<file path="config.mk">
export PLATFORM = sky130hd
export DESIGN_NAME = pmod_capture
export DESIGN_NICKNAME = d
export VERILOG_FILES = /design/src/rtl/pmod_capture.sv
export SDC_FILE = /design/constraint.sdc
export NUM_CORES = 1
export LEC_CHECK = 0
export CELL_PAD_IN_SITES_DETAIL_PLACEMENT = 0
export CELL_PAD_IN_SITES_GLOBAL_PLACEMENT = 1
export CORE_MARGIN = 10
export CORE_UTILIZATION = 33
export DETAILED_ROUTE_END_ITERATION = 10
export PLACE_DENSITY_LB_ADDON = 0.25
export SLEW_MARGIN = 10
export SYNTH_ARGS = -nofsm -noshare
export SYNTH_HDL_FRONTEND = slang
export SYNTH_SLANG_ARGS = --single-unit
</file>
<file path="constraint.sdc">
create_clock -name ref_clk -period 4 [get_ports ref_clk]
set_input_delay 0.8 -clock ref_clk [delete_from_list [all_inputs] [get_ports ref_clk]]
set_output_delay 0.8 -clock ref_clk [all_outputs]
set_load 0.02 [all_outputs]
</file>
<file path="src/rtl/pmod_capture.sv">
// -----------------------------------------------------------------------------
// pmod_capture
//   8-bit parallel sampler for the pmod header. It samples pmod_in once every
//   SAMPLE_PERIOD ref_clk cycles, waits for a level-crossing trigger and keeps
//   a DEPTH-sample window (PRE_TRIG samples before the trigger sample, the
//   trigger sample itself, and the rest after it) in a ring buffer. The window
//   is then played back oldest-first through a one-cycle read handshake.
//
// Ports
//   ref_clk      system clock (12 MHz)
//   rst          asynchronous active-low reset
//   pmod_in      asynchronous 8-bit sample bus (synchronised internally)
//   arm          starts a capture when idle or holding a window
//   trig_level   unsigned trigger threshold
//   trig_rising  1 = rising crossing, 0 = falling crossing
//   busy         capture in progress (pre-fill, waiting for trigger, post-fill)
//   done         complete window held, ready for readout
//   rd_en        one-cycle read request, honoured only while done
//   rd_data      sample read out
//   rd_valid     one-cycle qualifier for rd_data
//   rd_last      marks the final sample of the window
// -----------------------------------------------------------------------------
module pmod_capture #(
   parameter int SAMPLE_PERIOD = 12,
   parameter int DEPTH         = 64,
   parameter int PRE_TRIG      = 16
) (
   input  logic       ref_clk,
   input  logic       rst,
   input  logic [7:0] pmod_in,
   input  logic       arm,
   input  logic [7:0] trig_level,
   input  logic       trig_rising,
   output logic       busy,
   output logic       done,
   input  logic       rd_en,
   output logic [7:0] rd_data,
   output logic       rd_valid,
   output logic       rd_last
);

   localparam int AW = $clog2(DEPTH);
   localparam int TW = $clog2(SAMPLE_PERIOD);

   localparam logic [TW-1:0] TICK_LAST = TW'(SAMPLE_PERIOD - 1);
   localparam logic [AW-1:0] PRE_LAST  = AW'(PRE_TRIG - 1);
   localparam logic [AW-1:0] PRE_OFS   = AW'(PRE_TRIG);
   localparam logic [AW-1:0] POST_LEN  = AW'(DEPTH - PRE_TRIG - 1);
   localparam logic [AW-1:0] RD_LAST   = AW'(DEPTH - 1);

   typedef enum logic [2:0] {
      S_IDLE,
      S_PRE,
      S_WAIT_TRIG,
      S_POST,
      S_DONE
   } state_t;

   state_t        state;
   logic [TW-1:0] tick_cnt;
   logic          tick;
   logic [7:0]    sync1;
   logic [7:0]    sync2;
   logic [7:0]    prev_sample;
   logic [AW-1:0] wptr;
   logic [AW-1:0] rptr;
   logic [AW-1:0] trig_addr;
   logic [AW-1:0] pre_cnt;
   logic [AW-1:0] post_cnt;
   logic [AW-1:0] rd_cnt;
   logic          wr_en;
   logic          trig_hit;
   logic [7:0]    mem [DEPTH];

   // Two-flop synchroniser; sync2 is the sample value.
   // NOTE: non-blocking assignments make sync2 take the pre-edge sync1, so the
   // chain really is two stages deep; blocking would collapse it to one.
   always_ff @(posedge ref_clk or negedge rst) begin
      if (!rst) begin
         sync1 <= '0;
         sync2 <= '0;
      end else begin
         sync1 <= pmod_in;
         sync2 <= sync1;
      end
   end

   // Free-running sample-rate divider, independent of the capture state.
   always_ff @(posedge ref_clk or negedge rst) begin
      if (!rst)
         tick_cnt <= '0;
      else if (tick)
         tick_cnt <= '0;
      else
         tick_cnt <= tick_cnt + 1'b1;
   end

   assign tick  = (tick_cnt == TICK_LAST);
   assign wr_en = tick && (state == S_PRE || state == S_WAIT_TRIG || state == S_POST);

   // Crossing detect between the last written sample and the incoming one.
   always_comb begin
      // NOTE: default first so no path leaves trig_hit unassigned (no latch).
      trig_hit = 1'b0;
      if (trig_rising)
         trig_hit = (prev_sample < trig_level) && (sync2 >= trig_level);
      else
         trig_hit = (prev_sample > trig_level) && (sync2 <= trig_level);
   end

   // NOTE: the sample buffer is deliberately left without a reset so it maps
   // onto block RAM; its contents are only read after a full window is written.
   always_ff @(posedge ref_clk) begin
      if (wr_en)
         mem[wptr] <= sync2;
   end

   always_ff @(posedge ref_clk or negedge rst) begin
      if (!rst) begin
         state       <= S_IDLE;
         busy        <= 1'b0;
         done        <= 1'b0;
         rd_data     <= '0;
         rd_valid    <= 1'b0;
         rd_last     <= 1'b0;
         wptr        <= '0;
         rptr        <= '0;
         trig_addr   <= '0;
         pre_cnt     <= '0;
         post_cnt    <= '0;
         rd_cnt      <= '0;
         prev_sample <= '0;
      end else begin
         rd_valid <= 1'b0;
         rd_last  <= 1'b0;

         if (wr_en) begin
            wptr        <= wptr + 1'b1;
            prev_sample <= sync2;
         end

         case (state)
            S_IDLE: begin
               if (arm) begin
                  state   <= S_PRE;
                  busy    <= 1'b1;
                  wptr    <= '0;
                  pre_cnt <= '0;
               end
            end

            S_PRE: begin
               if (tick) begin
                  pre_cnt <= pre_cnt + 1'b1;
                  if (pre_cnt == PRE_LAST)
                     state <= S_WAIT_TRIG;
               end
            end

            S_WAIT_TRIG: begin
               if (tick && trig_hit) begin
                  trig_addr <= wptr;
                  post_cnt  <= POST_LEN;
                  if (POST_LEN == '0) begin
                     // Window ends on the trigger sample itself.
                     state  <= S_DONE;
                     busy   <= 1'b0;
                     done   <= 1'b1;
                     rptr   <= wptr - PRE_OFS;
                     rd_cnt <= '0;
                  end else begin
                     state <= S_POST;
                  end
               end
            end

            S_POST: begin
               if (tick) begin
                  post_cnt <= post_cnt - 1'b1;
                  if (post_cnt == AW'(1)) begin
                     state  <= S_DONE;
                     busy   <= 1'b0;
                     done   <= 1'b1;
                     rptr   <= trig_addr - PRE_OFS;
                     rd_cnt <= '0;
                  end
               end
            end

            S_DONE: begin
               // A new arm abandons the readout and outranks a read request.
               if (arm) begin
                  state   <= S_PRE;
                  busy    <= 1'b1;
                  done    <= 1'b0;
                  wptr    <= '0;
                  pre_cnt <= '0;
               end else if (rd_en) begin
                  rd_data  <= mem[rptr];
                  rd_valid <= 1'b1;
                  rptr     <= rptr + 1'b1;
                  rd_cnt   <= rd_cnt + 1'b1;
                  if (rd_cnt == RD_LAST) begin
                     rd_last <= 1'b1;
                     state   <= S_IDLE;
                     done    <= 1'b0;
                  end
               end
            end

            default: begin
               state <= S_IDLE;
               busy  <= 1'b0;
               done  <= 1'b0;
            end
         endcase
      end
   end

endmodule

</file>
# After elaboration in Yosys (flattened, before gate mapping)
# Memories as Yosys holds them, arrays and structs flattened. A register that Yosys moved wholly into a read port is not among the register bits.
# Index checks and enable logic that the tools add are counted.
[word_totals] elab_cells=121 romBits=0 register_bits=71 ram_bits=512 latchBits=0 memories=1
[mem_list] name="mem" words=64 width=8 read_ports=1 rd_ports_with_merged_regs=1 wr=1 line_no="73" source="logic [7:0] mem [DEPTH];"
[op_classes] n_mul=0 n_bitwise=3 n_eq_ne=19 addsub=7 reduce_logical=22 div=0 shift=0 n_lt_le_gt_ge=4 n_mux=50
[op_table] operator="two-way mux 6 bit" count=15
[op_table] operator="case mux 6 bit (2 select lines)" count=4
[op_table] operator="two-way mux 3 bit" count=9
[op_table] operator="adder 6 x 1 -> 6 bit (second input constant)" count=4
[op_table] operator="two-way mux 1 bit" count=18
[op_table] operator="case mux 3 bit (5 select lines)" count=1
[op_table] operator="inequality test 2 bit (second input constant)" count=5
[op_table] operator="AND reduction 5 bit" count=2
[op_table] operator="AND reduction 3 bit" count=3
[op_table] operator=">= comparator 8 bit" count=1
[op_table] operator="greater-than comparator 8 bit" count=1
[op_table] operator="<= comparator 8 bit" count=1
[op_table] operator="less-than comparator 8 bit" count=1
[op_table] operator="inequality test 2 x 1 -> 1 bit (second input constant)" count=4
[op_table] operator="AND reduction 8 bit" count=1
[op_table] operator="equality test 3 x 2 -> 1 bit (second input constant)" count=2
[op_table] operator="equality test 6 x 1 -> 1 bit (second input constant)" count=1
[op_table] operator="equality test 6 x 4 -> 1 bit (second input constant)" count=1
[op_table] operator="equality test 6 bit (second input constant)" count=1
[op_table] operator="inequality test 3 bit (second input constant)" count=2
[op_table] operator="case mux 1 bit (3 select lines)" count=2
[op_table] operator="nonzero test 2 bit" count=3
[op_table] operator="subtractor 6 x 1 -> 6 bit (second input constant)" count=1
[op_table] operator="subtractor 6 x 5 -> 6 bit (second input constant)" count=1
[op_table] operator="other kinds (14)" count=21

# Longest topological paths before layout
[depth] depth_word=7 ltp_mapped=9 depth_no_buf=8

# Worst setup path after synthesis
# OpenSTA, ideal clock, no wires.
[synth_timing] path_kind="register to register" from="reg sync2[5]" to="reg trig_addr[0]" path_buffers=1 period_less_slack_ps=2827 arrival_time_ps=2700 setup_slack_ps=1173 setup_time_ps=128 stages_incl_launch_ff=9 cell_sequence="dfrtp_1 -> ha_1 -> a21oi_1 -> nor2_1 -> a211oi_1 -> o221ai_1 -> a21o_1 -> buf_2 -> mux2_1"
[synth_via] elab_chain_cells=5
[synth_rtl] item="start: declaration" line_no="63" source="logic [7:0] sync2;"
[synth_rtl] item="start signal: assignment" line_no="84" source="sync2 <= sync1;"
[synth_rtl] item="<= comparator 8 bit or >= comparator 8 bit (tied branches)" line_no="108, 106"
[synth_rtl] item="logical AND 1 bit, on equally long branches" line_no="108, 106"
[synth_rtl] item="two-way mux 1 bit *" line_no="105" source="if (trig_rising)"
[synth_rtl] item="logical AND 1 bit *" line_no="161" source="if (tick && trig_hit) begin"
[synth_rtl] item="AND reduction 2 bit (no line) *"
[synth_rtl] item="end signal: assignment" line_no="162" source="trig_addr <= wptr;"
[synth_rtl] item="end: declaration" line_no="67" source="logic [AW-1:0] trig_addr;"
# Mark *: on every way between the ends. The rest lies on a longest branch, timed or not.
# A chain may end at the register's enable or synchronous reset.

# Worst setup path after layout
[layout_timing] from="reg tick_cnt[0]" to="mem mem[53][0], enable pin"
[layout_via] elab_chain_cells=4
[layout_rtl] item="start: declaration" line_no="60" source="logic [TW-1:0] tick_cnt;"
[layout_rtl] item="start signal: assignment" line_no="95" source="tick_cnt <= tick_cnt + 1'b1;"
[layout_rtl] item="equality test 4 bit" line_no="98" source="assign tick = (tick_cnt == TICK_LAST);"
[layout_rtl] item="logical AND 1 bit" line_no="99" source="assign wr_en = tick && (state == S_PRE || state == S_WAIT_TRIG || state == S_POST);"
[layout_rtl] item="two-way mux 1 bit" line_no="114" source="if (wr_en)"
[layout_rtl] item="two-way mux 1 bit (implied by the code)" line_no="115" source="mem[wptr] <= sync2;"
[layout_rtl] item="end: declaration" line_no="73"
# No other way between the ends.

==> flow_summary.json <==
{
  "status": "finished, final reports clean",
  "numPortBuffers": 32,
  "synth_edf_count": 512,
  "finalHoldViolCount": 0,
  "layout-drive-gt1-share_pct": 23.5,
  "ys_top_cells_by_area": "edfxtp_1 (65%), mux4_2 (11%), dfrtp_1 (8.4%)",
  "regArea_mm2": 0.0174,
  "synthesis.area_mm2": 0.0237,
  "ys_seq_elements": 591,
  "syn_area_per_cell_um2": 18.8,
  "final_cells": 2377,
  "grt_pass1_vias": 12500,
  "clk_transition_reported_paths_ns": 0.06,
  "cp_top_family": "simple AND/OR/NAND/NOR gates",
  "p_leak_nw": 9.10,
  "synthTopCellsByCount": "edfxtp_1 (512), mux4_2 (119), nor2_1 (101), dfrtp_1 (79), nand2_1 (55)",
  "cts_buffers": 67,
  "cp_max_fo": 17,
  "firstDrtPassIters": 5,
  "critPathKind": "reg2reg",
  "clock_path_buffers": 3,
  "tns_ns": 0,
  "critical_path.slowest_cell": "nor2_1",
  "vias_per_cell": 5.08,
  "power.density_mw_per_mm2": 485,
  "cp_data_required_time_ns": 4.20,
  "end_kind": "flip-flop",
  "synthDistinctLibCells": 58,
  "ctsHoldBuffers": 0,
  "crit_path_frequent_cell": "buf_4",
  "maxCapViolations": 0,
  "min_period_over_period_pct": 77.1,
  "start_kind": "flip-flop",
  "gp_congestion": 0.803,
  "synth_top_cell_by_area": "edfxtp_1",
  "rows": 98,
  "ctsResizeCount": 0,
  "clock_latency_ns": 0.60,
  "slowest_delay_ns": 0.70,
  "vias": 12100,
  "dr_wl_met2_mm": 27.4,
  "ys.flop_type": "edfxtp_1",
  "p_comb_share_pct": 3.7,
  "ant_nets": 0,
  "placedCellCount": 2258,
  "pre_cts_ws_ns": 0.620,
  "ys_seq_area_share_pct": 73.3,
  "fin_hold_ws_ns": 0.346,
  "wl_per_cell_um": 24.0,
  "syn_to_final_growth_pct": 17.1,
  "antennaDiodeCount": 0,
  "rsz0062_at_grt": "no",
  "fmax_mhz": 324,
  "htree_levels": 3,
  "cp_num_buf_inv": 3,
  "top_layer_used": "met4",
  "synth.net_count": 1302,
  "grt.total_usage_pct": 13.9,
  "hp-class": "reg2reg",
  "synthCells": 1258,
  "skew_ns": 0.0269,
  "multi_input_area_mm2": 0.00594,
  "cts_root_buffer": "clkbuf_16",
  "p_switching_mw": 2.82,
  "dieArea_mm2": 0.0829,
  "cellInternalPower_mw": 10.6,
  "nets": 1421,
  "num-fill-cells": 6538,
  "worstPathArrival_ns": 3.28,
  "cts.sinks": 591,
  "die_x_um": 288,
  "coreArea_mm2": 0.0714,
  "async_flop_share_pct": 13.4,
  "synth_most_common_cell": "edfxtp_1",
  "overflow": 0,
  "hpwl_mm": 35.9,
  "grt_pass1_wl_mm": 84.8,
  "sequentialPowerShare_pct": 51.6,
  "report.final.slew_viol_count": 0,
  "setup_viol": 0,
  "crit_path_cell_trace": "ha_1 -> nand3b_1 -> buf_4 -> nor3_2 -> buf_4 -> nand3_1 -> buf_4 -> nor2_1",
  "routed-wl-met3_mm": 2.21,
  "cts_tree": "built",
  "finish.utilization_pct": 38.8,
  "relSlewSlack_pct": 36.6,
  "synth_top_area_share_pct": 64.9,
  "worst_slack_ns": 0.915,
  "drtIter0Drc": 940,
  "drt-met1-wl_mm": 26.2,
  "worstMarginPinSlew_ns": 0.951,
  "ir_drop_uv": 230,
  "yosysWarningCount": 0,
  "p_sw_share_pct": 20.9,
  "fp.dieH_um": 288,
  "route.final.wire_length_mm": 57.0,
  "antenna_found_initial": 0,
  "post_cts.repair.setup_buffers": 0,
  "drcViolationCount": 0,
  "io_pins": 33,
  "pwr-share-clk_pct": 44.8,
  "initial_core_util_pct": 33.2,
  "fin_crit_ns": 3.08,
  "grt_max_degree": 72
}
## worst reg2reg max path, delay by kind of cell, from the launching register on
| kind | cells | cell delay (ns) |
|---|---|---|
| adder cells (fa/ha/maj) | 1 | 0.22 |
| AND/OR/NAND/NOR | 4 | 1.30 |
| buffers and inverters | 3 | 0.79 |
| flip-flops | 1 | 0.37 |
## power groups by stage
stage                     sequential (mW)  combinational, mW  clock [mW]
after floorplan                      7.03              0.327           0
after global placement               7.06              0.486           0
after detailed placement             7.06              0.502           0
after CTS                            6.94              0.504        6.17
after global routing                 6.95              0.566        6.43
final                                6.94              0.493        6.02
## cells by family after synthesis
| family | Yosys count | share of synthesized area (%) |
|---|---|---|
| adder cells (fa/ha/maj) | 23 | 1.22 |
| flip-flops | 591 | 73.3 |
| AO/OA/AOI/OAI | 131 | 3.79 |
| buffers and inverters | 78 | 1.62 |
| XOR/XNOR | 13 | 0.481 |
| AND/OR/NAND/NOR | 237 | 4.59 |
| multiplexers | 185 | 15.0 |
## placed cells by master, fill, tap and decap left out, types with 13 or more instances in the layout
master,synthesis,final
a211oi_1,16,16
a21oi_1,24,24
buf_4,8,76
clkbuf_16,0,71
clkdlybuf4s50_1,0,31
clkinv_1,0,14
clkinv_2,0,13
dfrtp_1,79,68
edfxtp_1,512,512
ha_1,23,23
inv_1,14,14
mux2_2,21,21
mux2i_1,28,28
mux4_2,119,119
nand2_1,55,55
nand3_1,14,14
nor2_1,101,101
nor3_1,14,14
o22ai_1,20,20
## per-stage QoR
| stage | area, um2 | total power [mW] |
|---|---|---|
| floorplan | 23700 | 7.36 |
| global placement | 25600 | 7.55 |
| detailed placement | 25600 | 7.56 |
| CTS | 27700 | 13.6 |
| global route | 27700 | 13.9 |
| finish | 27700 | 13.5 |
## per-layer routing
| metal | up-vias | global-route usage, % |
|---|---|---|
| met5 | - | 0 |
| met4 | 0 | 3.82 |
| met3 | 82 | 2.52 |
| met2 | 234 | 22.3 |
| met1 | 6408 | 19.1 |
| li1 | 5340 | - |
## worst paths after layout
| check | from | end | depth (start not counted) | slack [ns] |
|---|---|---|---|---|
| max in group asynchronous | rst | rd_data[5] | 2 | 2.90 |
| setup reg to reg | tick_cnt[0] | mem[53][0] | 8 | 0.92 |
| hold / removal | sync1[0] | sync2[0] | 0 | 0.35 |
| setup / recovery | tick_cnt[0] | mem[53][0] | 8 | 0.92 |
| hold reg to reg | sync1[0] | sync2[0] | 0 | 0.35 |
| min in group asynchronous | rst | prev_sample[1] | 1 | 0.36 |
## flip-flops by register name, indices dropped and copies added (netlist names)
name / count
mem: 512
prev_sample: 8
rd_data: 8
sync1: 8
sync2: 8
post_cnt: 6
pre_cnt: 6
rd_cnt: 6
rptr: 6
trig_addr: 6
wptr: 6
tick_cnt: 4
state: 3
busy: 1
done: 1
rd_last: 1
rd_valid: 1
## area by class of cell
cell class / instances / area share, %
sequential: 591 / 62.7
multi-input combinational: 589 / 21.4
clock inverter: 35 / 1.13
timing repair buffer: 113 / 3.61
tap: 950 / 4.29
clock buffer: 84 / 6.66
inverter: 15 / 0.203
No activity file was read; power rests on OpenSTA's default activity.
